===== src/rtl/led_strand_decoder.sv =====
// Receive side of the one-wire addressable-LED strand: measures synchronized high-pulse widths,
// assembles GRB pixels MSB first and reports each pixel, frame latches and protocol errors.
module led_strand_decoder #(
    parameter int unsigned NUM_LEDS          = 2,
    parameter int unsigned BIT_THRESH_CYCLES = 60,
    parameter int unsigned MIN_HIGH_CYCLES   = 10,
    parameter int unsigned MAX_HIGH_CYCLES   = 150,
    parameter int unsigned RESET_CYCLES      = 5000,
    localparam int unsigned IdxW = (NUM_LEDS > 1) ? $clog2(NUM_LEDS) : 1
) (
    input  logic            clk_in,
    input  logic            rst_in,
    input  logic            strand_in,
    output logic [7:0]      green_out,
    output logic [7:0]      red_out,
    output logic [7:0]      blue_out,
    output logic [IdxW-1:0] led_index,
    output logic            color_valid,
    output logic            frame_done,
    output logic            overflow,
    output logic            error
);

    localparam int unsigned HighW = $clog2(MAX_HIGH_CYCLES + 2);
    localparam int unsigned LowW  = $clog2(RESET_CYCLES + 1);
    localparam int unsigned PixW  = $clog2(NUM_LEDS + 1);

    localparam logic [HighW-1:0] HighMax   = HighW'(MAX_HIGH_CYCLES);
    localparam logic [HighW-1:0] HighMin   = HighW'(MIN_HIGH_CYCLES);
    localparam logic [HighW-1:0] HighOne   = HighW'(BIT_THRESH_CYCLES);
    localparam logic [LowW-1:0]  LowLast   = LowW'(RESET_CYCLES - 1);
    localparam logic [PixW-1:0]  PixMax    = PixW'(NUM_LEDS);

    typedef enum logic [1:0] {StSync, StIdle, StHigh, StLow} state_e;

    state_e            state_q, state_d;
    logic              sync1_q, strand_q;
    logic [HighW-1:0]  high_cnt_q, high_cnt_d;
    logic [LowW-1:0]   low_cnt_q, low_cnt_d;
    logic [22:0]       shift_q, shift_d;
    logic [4:0]        bit_cnt_q, bit_cnt_d;
    logic [PixW-1:0]   pix_cnt_q, pix_cnt_d;
    logic              any_bit_q, any_bit_d;
    logic [7:0]        green_q, green_d, red_q, red_d, blue_q, blue_d;
    logic [IdxW-1:0]   idx_q, idx_d;
    logic              valid_q, valid_d, done_q, done_d, ovf_q, ovf_d, err_q, err_d;

    logic              bit_val;
    logic [23:0]       pixel_nxt;

    assign bit_val   = (high_cnt_q >= HighOne);
    assign pixel_nxt = {shift_q, bit_val};

    always_comb begin
        state_d    = state_q;
        high_cnt_d = high_cnt_q;
        low_cnt_d  = low_cnt_q;
        shift_d    = shift_q;
        bit_cnt_d  = bit_cnt_q;
        pix_cnt_d  = pix_cnt_q;
        any_bit_d  = any_bit_q;
        green_d    = green_q;
        red_d      = red_q;
        blue_d     = blue_q;
        idx_d      = idx_q;
        ovf_d      = ovf_q;
        valid_d    = 1'b0;
        done_d     = 1'b0;
        err_d      = 1'b0;

        unique case (state_q)
            // Only a full reset-length low run aligns us to a frame boundary.
            StSync: begin
                if (strand_q) begin
                    low_cnt_d = '0;
                end else if (low_cnt_q == LowLast) begin
                    state_d   = StIdle;
                    low_cnt_d = '0;
                    bit_cnt_d = '0;
                    pix_cnt_d = '0;
                    any_bit_d = 1'b0;
                    ovf_d     = 1'b0;
                end else begin
                    low_cnt_d = low_cnt_q + 1'b1;
                end
            end
            StIdle: begin
                if (strand_q) begin
                    state_d    = StHigh;
                    high_cnt_d = HighW'(1);
                end
            end
            StHigh: begin
                if (high_cnt_q > HighMax) begin
                    err_d     = 1'b1;
                    bit_cnt_d = '0;
                    low_cnt_d = '0;
                    state_d   = StSync;
                end else if (!strand_q) begin
                    state_d   = StLow;
                    low_cnt_d = LowW'(1);
                    if (high_cnt_q >= HighMin) begin
                        shift_d   = pixel_nxt[22:0];
                        any_bit_d = 1'b1;
                        if (bit_cnt_q == 5'd23) begin
                            bit_cnt_d = '0;
                            if (pix_cnt_q < PixMax) begin
                                green_d = pixel_nxt[23:16];
                                red_d   = pixel_nxt[15:8];
                                blue_d  = pixel_nxt[7:0];
                                idx_d   = IdxW'(pix_cnt_q);
                                valid_d = 1'b1;
                            end else begin
                                ovf_d = 1'b1;
                            end
                            if (pix_cnt_q != PixMax) begin
                                pix_cnt_d = pix_cnt_q + 1'b1;
                            end
                        end else begin
                            bit_cnt_d = bit_cnt_q + 1'b1;
                        end
                    end
                end else begin
                    high_cnt_d = high_cnt_q + 1'b1;
                end
            end
            StLow: begin
                if (strand_q) begin
                    state_d    = StHigh;
                    high_cnt_d = HighW'(1);
                end else if (low_cnt_q == LowLast) begin
                    done_d    = any_bit_q;
                    err_d     = (bit_cnt_q != '0);
                    bit_cnt_d = '0;
                    pix_cnt_d = '0;
                    any_bit_d = 1'b0;
                    ovf_d     = 1'b0;
                    low_cnt_d = '0;
                    state_d   = StIdle;
                end else begin
                    low_cnt_d = low_cnt_q + 1'b1;
                end
            end
            default: state_d = StSync;
        endcase
    end

    always_ff @(posedge clk_in or negedge rst_in) begin
        if (!rst_in) begin
            sync1_q    <= 1'b0;
            strand_q   <= 1'b0;
            state_q    <= StSync;
            high_cnt_q <= '0;
            low_cnt_q  <= '0;
            shift_q    <= '0;
            bit_cnt_q  <= '0;
            pix_cnt_q  <= '0;
            any_bit_q  <= 1'b0;
            green_q    <= '0;
            red_q      <= '0;
            blue_q     <= '0;
            idx_q      <= '0;
            valid_q    <= 1'b0;
            done_q     <= 1'b0;
            ovf_q      <= 1'b0;
            err_q      <= 1'b0;
        end else begin
            sync1_q    <= strand_in;
            strand_q   <= sync1_q;
            state_q    <= state_d;
            high_cnt_q <= high_cnt_d;
            low_cnt_q  <= low_cnt_d;
            shift_q    <= shift_d;
            bit_cnt_q  <= bit_cnt_d;
            pix_cnt_q  <= pix_cnt_d;
            any_bit_q  <= any_bit_d;
            green_q    <= green_d;
            red_q      <= red_d;
            blue_q     <= blue_d;
            idx_q      <= idx_d;
            valid_q    <= valid_d;
            done_q     <= done_d;
            ovf_q      <= ovf_d;
            err_q      <= err_d;
        end
    end

    assign green_out   = green_q;
    assign red_out     = red_q;
    assign blue_out    = blue_q;
    assign led_index   = idx_q;
    assign color_valid = valid_q;
    assign frame_done  = done_q;
    assign overflow    = ovf_q;
    assign error       = err_q;

endmodule


===== config.mk =====
export PLATFORM = sky130hd
export DESIGN_NAME = led_strand_decoder
export DESIGN_NICKNAME = d
export VERILOG_FILES = /design/src/rtl/led_strand_decoder.sv
export SDC_FILE = /design/constraint.sdc
export NUM_CORES = 1
export LEC_CHECK = 0
export ABC_AREA = 1
export CAP_MARGIN = 15
export CORE_ASPECT_RATIO = 2
export CORE_MARGIN = 2
export CORE_UTILIZATION = 51
export CTS_CLUSTER_SIZE = 28
export DETAILED_ROUTE_END_ITERATION = 16
export PLACE_DENSITY = 0.74
export SYNTH_ARGS = -nofsm -noshare
export SYNTH_HDL_FRONTEND = slang
export SYNTH_SLANG_ARGS = --single-unit

===== constraint.sdc =====
create_clock -name clk_in -period 1.7 [get_ports clk_in]
set_input_delay 0.34 -clock clk_in [delete_from_list [all_inputs] [get_ports clk_in]]
set_output_delay 0.34 -clock clk_in [all_outputs]
set_load 0.1 [all_outputs]

==> results of run 1 <==
## registers in the layout, summed over array words and instances, names as in the netlist
name / cells
shift_q: 23
low_cnt_q: 13
blue_out: 8
green_out: 8
high_cnt_q: 8
red_out: 8
bit_cnt_q: 5
pix_cnt_q: 2
state_q: 2
any_bit_q: 1
color_valid: 1
error: 1
frame_done: 1
led_index: 1
overflow: 1
strand_q: 1
sync1_q: 1
## Yosys cell counts
cell type	n
nor3b_1	1
o21ai_0	22
nor4b_1	1
nand3_2	2
ha_1	11
buf_4	3
o2111ai_1	1
xnor2_1	1
buf_2	5
inv_2	1
o21a_1	1
nand2_1	161
nor2_2	4
nand2_2	2
inv_1	62
a21oi_1	3
clkbuf_1	2
o21ai_1	55
clkbuf_2	1
clkinv_2	1
nand4_1	15
nand2_4	5
nand3_1	36
nor2_4	1
or2_2	2
nand3b_1	2
buf_6	3
nor3_1	6
nand4_2	1
nand2_8	1
inv_4	1
nor2_1	28
buf_8	1
dfrtp_1	85
xor2_1	5
nor3_2	1
## power groups by stage
stage / sequential [mW] / clock (mW) / combinational, mW
final: 2.04 / 1.91 / 0.106
after detailed placement: 2.08 / 0 / 0.0979
after global routing: 2.04 / 2.01 / 0.120
after global placement: 2.08 / 0 / 0.0951
after CTS: 2.04 / 1.91 / 0.107
after floorplan: 2.08 / 0 / 0.0245
## timing repair
item | CTS | global route
buffers inserted | 1 | 6
hold buffers | 1 | 0
setup endpoints to repair | 68 | 75
pin swaps | 2 | 7
resized for setup | 10 | 51
hold endpoints to repair | 27 | 0
gates cloned | 1 | 6
## worst max path at each step
stage,startpoint,end,slack (ns),cells after the start
floorplan,state_q[0]$_DFFE_PN0P_,overflow$_DFFE_PN0P_,0.09,10
global placement,low_cnt_q[0]$_DFFE_PN0P_,overflow$_DFFE_PN0P_,-0.01,10
detailed placement,state_q[0]$_DFFE_PN0P_,bit_cnt_q[2]$_DFFE_PN0P_,-0.10,9
CTS,state_q[1]$_DFFE_PN0P_,high_cnt_q[2]$_DFFE_PN0P_,0.005,10
global route,high_cnt_q[2]$_DFFE_PN0P_,red_out[5]$_DFFE_PN0P_,-0.12,9
finish,state_q[1]$_DFFE_PN0P_,red_out[5]$_DFFE_PN0P_,-0.04,8
## layout make-up
class                           count  area, um^2  area share
Timing Repair Buffer               66         993       0.171
Sequential cell                    85        2130       0.367
Clock inverter                      6        51.3     0.00882
Tap cell                           98         123      0.0211
Clock buffer                       10         239      0.0411
Timing Repair inverter              1        7.51     0.00129
Multi-Input combinational cell    369        2020       0.347
Inverter                           65         253      0.0434
## kinds of logic after synthesis
logic type      count (synthesis)  synth area share
buf+inv                        80            0.0826
fa+ha+maj                      11            0.0319
xor+xnor                        6            0.0122
compound gates                 82            0.0965
simple gates                  269             0.284
flops                          85             0.493
## routing by layer
metal,vias to the layer above,track usage
li1,1859,-
met1,1895,0.234
met2,106,0.421
met3,40,0.0270
met4,0,0.130
met5,-,0
## stage by stage
stage               area [um^2]  setup slack (ns)  hold WS [ns]
floorplan                  4320            0.0947        0.0444
finish                     5820           -0.0443         0.356
global route               5820            -0.118         0.378
global placement           5140           -0.0136         0.295
detailed placement         5140            -0.101         0.297
CTS                        5500           0.00476         0.364
==> flow_summary.ini, run 1 <==
[cts]
cts_max_path_buffers = 2
clock-root-buffer = clkbuf_16
clkLatencyLatePin_ns = 0.35
cts_max_level = 3
cts_inserted_buffers = 9
cts_num_sinks = 85
cts.clk_slew.worst_paths_ns = 0.06
cts_tree = done

[synthesis]
yosys_warnings = 0
synth_area_um2 = 4320
synth.avg_cell_area_um2 = 8.10
synthCells = 533
seq_area_frac_synth = 0.493
synthTopCellsByArea = dfrtp_1 (49%), nand2_1 (14%), o21ai_1 (6.4%)
synth.top_cell.area_share = 0.493
synth.lib_cells_used.distinct = 36
synth_nets = 547
synth_area_leader_cell = dfrtp_1
ys_ff_latch = 85

[worst_setup_path]
cp-start-kind = flip-flop
cp_cell_sequence = buf_4, ha_4, inv_1, nor2_2, nand4_4, clkbuf_16, nand2_1, o21ai_1
crit_path_end_kind = flip-flop
crit_required_ns = 1.92
cp_top_family = buffers and inverters
timing.rr.start = state_q[1]$_DFFE_PN0P_
arrival_ns = 1.96
worst-r2r-cell-count = 8
path_max_fanout = 6
slowest_delay_ns = 0.41
rrSetupSlack_ns = -0.04
reg2reg_to = red_out[5]$_DFFE_PN0P_
critPathSlowestCell = dfrtp_2
worstSetupPathType = reg2reg
crit_buf_inv = 3

[run]
max_cap_violations = 0

[floorplan]
dieHeight_um = 134
die_area_um2 = 9260
coreArea_um2 = 8230
fp-row-count = 47
die_w_um = 69.0
start_util = 0.524
ioPinCount = 32

[finish]
syn2layout_area_growth_pct = 34.9
fill_cells = 585
layout_commonest_cell = nand2_1
utilization = 0.707
nets = 611
num_antenna_cells = 0
most-common-layout-cells = nand2_1 (150), dfrtp_1 (80), inv_1 (56), o21ai_1 (52), buf_12 (34)
final_cells = 700
layout-drive-gt1-share = 0.244

[hold_path]
min_from = sync1_q$_DFF_PN0_
hold_end = strand_q$_DFF_PN0_
holdPathStages = 0
hp-class = reg2reg

[route]
routed.top_layer = met4
wl_met3_um = 303
totalWireLength_mm = 11.2
vias = 3900
dr.pass1.iters = 4
drc = 0
wire_per_inst_um = 16.0
m1WireLength_mm = 4.04
wl_met2_mm = 6.31
via_per_inst = 5.57
antenna_left = 0
dr.first_iter.drc_count = 344

[power]
peakVddDrop_mv = 0.677
total_power_mw = 4.06
power.internal_mw = 3.11
power.leakage_nw = 2.63
p_seq_frac = 0.502
p_switching_uw = 944
p_per_area_nw_per_um2 = 698
netSwitchingFraction = 0.233
p_clk_frac = 0.472
power_frac_comb = 0.026

[global_routing]
grt-ovfl-total = 0
antenna_found_initial = 0
grt_max_degree = 51
grt_pass1_vias = 3723
grt_pass1_wl_mm = 16.6
grt_usage = 0.224

[place]
io_buffers = 31
dp_hpwl_mm = 6.89
place_inst = 669
place_congestion = 0.904

[sta]
post-route-period-util = 1.03
rsz0062_at_grt = true
finalSetupTns_ns = -0.150
setup_viol = 11
setup_ws_ns = -0.0443
hold_viol_final = 0
post-route-min-period_ns = 1.74
drv_slew = 0
tightest_slew_ns = 0.459
finClkSkew_ns = 0.00887
maxSlewHeadroom = 0.692
clock.fmax_mhz = 573

[status]
status = complete, but fails checks
failed_checks = negative setup slack
No activity file was read; power rests on OpenSTA's default activity.
==> inputs of run 2 (changes only) <==
--- a/config.mk
+++ b/config.mk
@@ -12,7 +12,7 @@
 export CORE_UTILIZATION = 51
 export CTS_CLUSTER_SIZE = 28
 export DETAILED_ROUTE_END_ITERATION = 16
-export PLACE_DENSITY = 0.74
+export PLACE_DENSITY = 0.71
 export SYNTH_ARGS = -nofsm -noshare
 export SYNTH_HDL_FRONTEND = slang
 export SYNTH_SLANG_ARGS = --single-unit
==> constraint.sdc (replaced) <==
create_clock -name clk_in -period 2.05 [get_ports clk_in]
set_input_delay 0.41 -clock clk_in [delete_from_list [all_inputs] [get_ports clk_in]]
set_output_delay 0.41 -clock clk_in [all_outputs]
set_load 0.1 [all_outputs]
==> run 2 against run 1 <==
  * Worst setup slack better by 0.18 ns
  * Register-to-register slack better by 0.18 ns
  * Clock power is 14% lower
  * Worst hold slack worse by 0.0035 ns
  * The flow now finishes without violations
  * Critical path depth is 1 higher
  * Largest power group unchanged
  * Highest routed layer unchanged
==> flow_summary.ini, run 2 (synthesized netlist as in run 1, its figures left out) <==
[run]
max_cap_violations = 0

[global_routing]
antenna_found_initial = 0
grt-ovfl-total = 0
grt_pass1_wl_mm = 16.2
grt_max_degree = 55
grt_usage = 0.219
grt_pass1_vias = 3514

[worst_setup_path]
arrival_ns = 2.13
worstSetupPathType = reg2reg
cp_common_cell = nand2_1
slowest_delay_ns = 0.46
path_max_fanout = 10
cp_cell_sequence = inv_1, ha_2, inv_1, nand2_1, nand2_1, nor2_1, nand2_2, nand2_1, o21ai_1
crit_buf_inv = 2
crit_required_ns = 2.26
critPathSlowestCell = ha_2
cp-start-kind = flip-flop
crit_path_end_kind = flip-flop
cp_top_family = simple AND/OR/NAND/NOR gates

[sta]
hold_viol_final = 0
finalSetupTns_ns = 0
setup_ws_ns = 0.132
maxSlewHeadroom = 0.700
finClkSkew_ns = 0.00520
rsz0062_at_grt = false
tightest_slew_ns = 0.450
drv_slew = 0
post-route-period-util = 0.936
clock.fmax_mhz = 521
post-route-min-period_ns = 1.92
setup_viol = 0

[power]
power.leakage_nw = 2.41
p_per_area_nw_per_um2 = 684
total_power_mw = 3.40
peakVddDrop_mv = 0.526

[route]
drc = 0
antenna_left = 0
dr.first_iter.drc_count = 187
via_per_inst = 5.29
wire_per_inst_um = 13.9
dr.pass1.iters = 4
vias = 3559
totalWireLength_mm = 9.36

[cts]
cts_tree = done
clkLatencyLatePin_ns = 0.33
cts_max_level = 3
postCtsSetupRepairBufs = 0
cts_inserted_buffers = 9
clock-root-buffer = clkbuf_16
cts_max_path_buffers = 2
cts.clk_slew.worst_paths_ns = 0.06
cts_num_sinks = 85

[floorplan]
die_area_um2 = 9260
die_w_um = 69.0
fp-row-count = 47
start_util = 0.524
ioPinCount = 32
dieHeight_um = 134
coreArea_um2 = 8230

[finish]
syn2layout_area_growth_pct = 15.3
layout-drive-gt1-share = 0.137
fin_area_um2 = 4980
max_flop_register = shift_q
num_antenna_cells = 0
nets = 584
layout_commonest_cell = nand2_1
most-common-layout-cells = nand2_1 (161), dfrtp_1 (85), inv_1 (62), o21ai_1 (55), buf_4 (37)
reg.largest.list = shift_q x23, low_cnt_q x13
fill_cells = 748
largest_reg_flops = 23

[place]
dpl-instance-area_um2 = 4660
io_buffers = 31
dp_hpwl_mm = 6.94
place_congestion = 0.951
dp_slack_ns = 0.109

[hold_path]
hp-class = reg2reg

[status]
status = finished clean
-- run 2: worst paths after layout --
| kind | end | from | cells past startpoint | slack [ns] |
|---|---|---|---|---|
| max in group asynchronous | low_cnt_q[11]$_DFFE_PN0P_ | rst_in | 3 | 1.06 |
| hold reg to reg | strand_q$_DFF_PN0_ | sync1_q$_DFF_PN0_ | 0 | 0.35 |
| setup / recovery | bit_cnt_q[0]$_DFFE_PN0P_ | state_q[1]$_DFFE_PN0P_ | 9 | 0.13 |
| min in group asynchronous | blue_out[6]$_DFFE_PN0P_ | rst_in | 2 | 0.45 |
| setup reg to reg | bit_cnt_q[0]$_DFFE_PN0P_ | state_q[1]$_DFFE_PN0P_ | 9 | 0.13 |
| hold / removal | strand_q$_DFF_PN0_ | sync1_q$_DFF_PN0_ | 0 | 0.35 |
-- run 2: per-layer routing --
metal / up-vias / routed length, um / share of wire / track usage
li1: 1785 / - / - / -
met1: 1666 / 3670 / 0.39 / 0.238
met2: 80 / 5000 / 0.53 / 0.399
met3: 28 / 297 / 0.032 / 0.0361
met4: 0 / 395 / 0.042 / 0.120
met5: - / 0 / 0 / 0
-- run 2: power breakdown --
part	internal, mW	total (mW)	switching (mW)
sequential	1.68	1.69	0.00725
combinational	0.0200	0.0754	0.0554
clock	0.979	1.64	0.656
total	2.68	3.40	0.719
-- run 2: timing repair --
action                                 CTS  global route
resized for setup                        0             3
setup endpoints to repair                0             4
hold buffers                             1             0
endpoints found under the hold margin    8             0
-- run 2: final cells by class --
| cell class | instances | area, um^2 | share of cell area |
|---|---|---|---|
| Tap cell | 98 | 123 | 0.0246 |
| Multi-Input combinational cell | 368 | 1840 | 0.370 |
| Clock buffer | 11 | 243 | 0.0488 |
| Clock inverter | 5 | 58.8 | 0.0118 |
| Sequential cell | 85 | 2130 | 0.427 |
| Timing Repair Buffer | 41 | 338 | 0.0679 |
| Inverter | 65 | 248 | 0.0498 |
-- run 2: through the flow --
step,std cells,hold WS [ns],util
floorplan,533,0.114,-
finish,673,0.353,0.604
global placement,656,0.249,0.566
global route,673,0.360,0.604
CTS,673,0.358,0.603
detailed placement,656,0.255,0.566
==> inputs of run 3 (changes only) <==
--- a/config.mk
+++ b/config.mk
@@ -13,6 +13,7 @@
 export CTS_CLUSTER_SIZE = 28
 export DETAILED_ROUTE_END_ITERATION = 16
 export PLACE_DENSITY = 0.71
+export SLEW_MARGIN = 5
 export SYNTH_ARGS = -nofsm -noshare
 export SYNTH_HDL_FRONTEND = slang
 export SYNTH_SLANG_ARGS = --single-unit
==> results of run 3 <==
Final layout, timing and power as in run 2 (identical DEF).
